### src/rtl/cook_sequencer.sv
// Cooking-cycle controller: run/pause/done sequencing, timer gating, magnetron duty and beep.
// Define COOK_SEQ_AUTO_RESUME_EN to resume a door-caused pause when the door closes again.
module cook_sequencer #(
  parameter int unsigned MAX_POWER    = 10,
  parameter int unsigned BEEP_SECONDS = 3,
  parameter int unsigned PWR_W        = 4
) (
  input  logic             clock,
  input  logic             clear,
  input  logic             start,
  input  logic             stop,
  input  logic             door_closed,
  input  logic             tick,
  input  logic             timer_zero,
  input  logic [PWR_W-1:0] power_level,
  output logic             timer_enable,
  output logic             mag_on,
  output logic             beep,
  output logic [1:0]       state
);

  localparam logic [1:0] StIdle  = 2'd0;
  localparam logic [1:0] StRun   = 2'd1;
  localparam logic [1:0] StPause = 2'd2;
  localparam logic [1:0] StDone  = 2'd3;

  localparam int unsigned BcW = (BEEP_SECONDS > 0) ? $clog2(BEEP_SECONDS + 1) : 1;

  localparam logic [PWR_W-1:0] MaxPw     = PWR_W'(MAX_POWER);
  localparam logic [PWR_W-1:0] PhaseLast = PWR_W'(MAX_POWER - 1);
  localparam logic [PWR_W-1:0] PhaseOne  = PWR_W'(1);
  localparam logic [BcW-1:0]   BeepLoad  = BcW'(BEEP_SECONDS);
  localparam logic [BcW-1:0]   BeepOne   = BcW'(1);

  logic [1:0]       state_q, state_d;
  logic [PWR_W-1:0] phase_q, phase_d;
  logic [BcW-1:0]   beep_cnt_q, beep_cnt_d;
  logic             beep_q;
  logic [PWR_W-1:0] eff_power;
  logic             run_door;

`ifdef COOK_SEQ_AUTO_RESUME_EN
  logic door_pause_q, door_pause_d;
`endif

  always_comb begin
    state_d    = state_q;
    phase_d    = phase_q;
    beep_cnt_d = beep_cnt_q;
`ifdef COOK_SEQ_AUTO_RESUME_EN
    door_pause_d = door_pause_q;
`endif

    // Phase advances on a RUN tick even when the state leaves RUN on the same edge.
    if (state_q == StRun && tick) begin
      phase_d = (phase_q == PhaseLast) ? '0 : phase_q + PhaseOne;
    end

    case (state_q)
      StIdle: begin
        if (start && door_closed && !timer_zero) begin
          state_d = StRun;
          phase_d = '0;
        end
      end
      StRun: begin
        if (!door_closed) begin
          state_d = StPause;
`ifdef COOK_SEQ_AUTO_RESUME_EN
          door_pause_d = 1'b1;
`endif
        end else if (stop) begin
          state_d = StPause;
        end else if (timer_zero) begin
          state_d    = StDone;
          beep_cnt_d = BeepLoad;
        end
      end
      StPause: begin
        if (stop) begin
          state_d = StIdle;
        end else if (start && door_closed) begin
          state_d = timer_zero ? StIdle : StRun;
        end
`ifdef COOK_SEQ_AUTO_RESUME_EN
        else if (door_pause_q && door_closed && !timer_zero) begin
          state_d = StRun;
        end
        if (state_d != StPause) begin
          door_pause_d = 1'b0;
        end
`endif
      end
      StDone: begin
        if (start || stop) begin
          state_d = StIdle;
        end else if (tick) begin
          beep_cnt_d = beep_cnt_q - BeepOne;
          if (beep_cnt_q == BeepOne) begin
            state_d = StIdle;
          end
        end
      end
      default: state_d = StIdle;
    endcase
  end

  always_ff @(posedge clock or posedge clear) begin
    if (clear) begin
      state_q    <= StIdle;
      phase_q    <= '0;
      beep_cnt_q <= '0;
      beep_q     <= 1'b0;
    end else begin
      state_q    <= state_d;
      phase_q    <= phase_d;
      beep_cnt_q <= beep_cnt_d;
      beep_q     <= (state_d == StDone);
    end
  end

`ifdef COOK_SEQ_AUTO_RESUME_EN
  always_ff @(posedge clock or posedge clear) begin
    if (clear) begin
      door_pause_q <= 1'b0;
    end else begin
      door_pause_q <= door_pause_d;
    end
  end
`endif

  // Out-of-range requests, including 0, fall back to full power.
  always_comb begin
    eff_power = power_level;
    if (power_level == '0 || power_level > MaxPw) begin
      eff_power = MaxPw;
    end
  end

  // Door gating is combinational so the magnetron drops before the state register reacts.
  assign run_door     = (state_q == StRun) && door_closed;
  assign timer_enable = run_door;
  assign mag_on       = run_door && (phase_q < eff_power);
  assign beep         = beep_q;
  assign state        = state_q;

endmodule

### config.mk
export PLATFORM = sky130hd
export DESIGN_NAME = cook_sequencer
export DESIGN_NICKNAME = d
export VERILOG_FILES = /design/src/rtl/cook_sequencer.sv
export SDC_FILE = /design/constraint.sdc
export NUM_CORES = 1
export LEC_CHECK = 0
export ABC_AREA = 1
export BUFFER_PORTS_ARGS = -buffer_cell sky130_fd_sc_hd__buf_4
export CORE_MARGIN = 3
export CORE_UTILIZATION = 35
export DETAILED_ROUTE_END_ITERATION = 6
export GPL_TIMING_DRIVEN = 0
export SLEW_MARGIN = 20
export SYNTH_ARGS = -nofsm -noshare
export SYNTH_HDL_FRONTEND = slang
export SYNTH_SLANG_ARGS = --single-unit
export TNS_END_PERCENT = 10
### constraint.sdc
create_clock -name clock -period 1.7 [get_ports clock]
set_input_delay 0.34 -clock clock [delete_from_list [all_inputs] [get_ports clock]]
set_output_delay 0.34 -clock clock [all_outputs]
set_load 0.02 [all_outputs]
==> results.ini <==
[setup_path]
r2r_start=state[1]$_DFF_PP0_
critPathSlowestCell=ha_1
crit_fanout=3
worstSetupStartpoint=power_level[1]
critPathBufInv=2
worstRegToRegCells=5
timing.critical_path.arrival_ns=1.62
worstSetupStartpointType=input pin
cp_data_required_time_ns=1.36
path_cells=buf_8 > o21ai_2 > o21bai_4 > nand2_2 > nor2_2 > ha_1 > a21oi_1 > nand2_1 > a21oi_4 > buf_6
path_delay_family=compound AO/OA/AOI/OAI gates
cp.depth=10
regToRegEndpoint=phase_q[1]$_DFF_PP0_
worstSetupEndpoint=mag_on
criticalPathCategory=in2out
endpoint_kind=output port
max_stage_delay_ns=0.24
r2r_slack_ns=0.59

[detailed_routing]
drt_iter0_markers=8
wl_per_cell_um=10.2
drc=0
antenna_left=0
first_pass_iters=4
vias=638
vias_per_cell=4.66
routed_wl_um=1390

[die]
start_util_pct=39.4
coreArea_sq_mm=0.00161
die_w_um=48.6
rows=14
die_y_um=48.6
io_pins=16
die_area_sq_mm=0.00236

[finish]
final_cell_mix=22 x nand2_1, 14 x inv_1, 13 x buf_4
layout-drive-gt1-share_pct=27.4
postLayoutCellArea_sq_um=862
final_core_util_pct=53.5
layout_commonest_cell=nand2_1
areaGrowthSynthToFinish_pct=35.9
diodes=0
fin_nets=129

[logic_synthesis]
synth_nets=108
syn_area_sq_um=634
avgSynthCellArea_sq_um=6.82
syn-instance-count=93
yosysWarnings=0
yosysSeqAreaShare_pct=35.5
ys_ff_latch=9
yosysUniqueCellTypes=18

[outcome]
violations=setup timing
outcome=complete, but fails checks

[timing]
worst_pin_slew_ns=0.314
worst_hold_slack_ns=0.0401
fin_crit_sh_pct=115
max_freq_ghz=0.510
setup_viol_count_final=1
period_minus_slack_ns=1.96
hold_viol=0
fin_skew_ns=0.000575
drv_slew=0
fin_tns_setup_ns=-0.261
relSlewSlack_pct=79.1
setup_ws_ns=-0.261
rsz0062_at_grt=yes

[cts]
cts_buffers=3
cts.clk_slew.worst_paths_ns=0.05
cts_sinks=9
cts-htree-levels=1
cts_tree=built
clockBufferDepth=2
clock_latency_ns=0.25
cts-root-buf=clkbuf_4

[power]
power_uw=704
powerDensity_mw_per_mm2=816
ir_worst_vdd_mv=0.555
p_leak_uw=0.000459

[placed_design]
place_area_sq_um=788
io_buffers=15
place_congestion=0.817
dp_hpwl_um=1130

[hold_path]
min_path_type=in2async

[global_routing]
grt_pass1_wl_um=2270
gr-total-overflow=0
grt_max_degree=10
grtUsageTotal_pct=11.9
grt_pass1_vias=565
antenna_found_initial=0

[job]
max-cap-violations=0

-- where the power goes --
part,internal [uW],switching [uW],total (uW)
logic,101,137,238
clock network,89.6,62.0,152
registers,265,49.7,314
total,455,249,704
-- cells in the mapped netlist (all sizes together) --
cell	n	area [sq um]
dfrtp	9	225
a31oi	1	6.26
nor2	15	68.8
nor3	1	5.00
nand4	1	6.26
o21ai	8	40.0
a21boi	1	7.51
nand3	7	35.0
a21oi	4	20.0
o21bai	1	7.51
nand2	25	98.8
inv	15	56.3
ha	4	50.1
nand3b	1	7.51
-- timing repair --
action | 4_1_cts | 5_1_grt
pin swaps | 0 | 1
endpoints found under the setup margin | 1 | 1
endpoints found under the hold margin | 0 | 0
hold buffers | 0 | 0
setup buffers | 1 | 0
gates resized for setup | 4 | 6
-- per-layer routing --
layer	share of wire, %	GRT usage, %	up-vias
met3	2.2	2.45	0
li1	-	-	344
met5	0	0	-
met4	0	4.27	0
met2	48	19.5	7
met1	50	15.4	287
-- worst reg2reg max path, cell delays in order (launching register included) --
cell and delay [ns]:
dfrtp_1 0.46, inv_1 0.08, nand2_1 0.07, nor2_2 0.16, nand3b_1 0.09, a21boi_1 0.16
-- through the flow --
step,setup WS [ns],cells
detailed placement,-0.340,132
finish,-0.261,137
global placement,-0.299,132
floorplan,-0.0569,93
CTS,-0.286,137
global route,-0.347,137
-- worst min path at each step --
stage / slack [ns] / to / from / depth (start not counted)
finish: 0.04 / beep_cnt_q[1]$_DFFE_PP0P_ / clear / 2
global route: 0.05 / state[1]$_DFF_PP0_ / clear / 2
CTS: 0.04 / beep$_DFF_PP0_ / clear / 2
detailed placement: 0.31 / beep$_DFF_PP0_ / clear / 2
global placement: 0.31 / beep$_DFF_PP0_ / clear / 2
floorplan: 0.17 / beep$_DFF_PP0_ / clear / 1
-- logic make-up after synthesis --
logic type / count (synthesis) / synth area share, %
buffers and inverters: 15 / 8.88
adders and majority gates: 4 / 7.89
AOI/OAI and AO/OA: 15 / 12.8
DFF: 9 / 35.5
and+or+nand+nor: 50 / 34.9
-- area by class of cell --
| type | instances | area [sq um] |
|---|---|---|
| fillers | 161 | 749 |
| clock buffers | 4 | 26.3 |
| inverters | 15 | 56.3 |
| repair buffers | 16 | 135 |
| multi-input cells | 69 | 389 |
| well taps | 24 | 30.0 |
| flip-flops and latches | 9 | 225 |
-- registers in the layout (all words and copies together) (netlist names) --
name and cells:
phase_q 4, state 2, beep 1, beep_cnt_q 2
No activity file was read; power rests on OpenSTA's default activity.
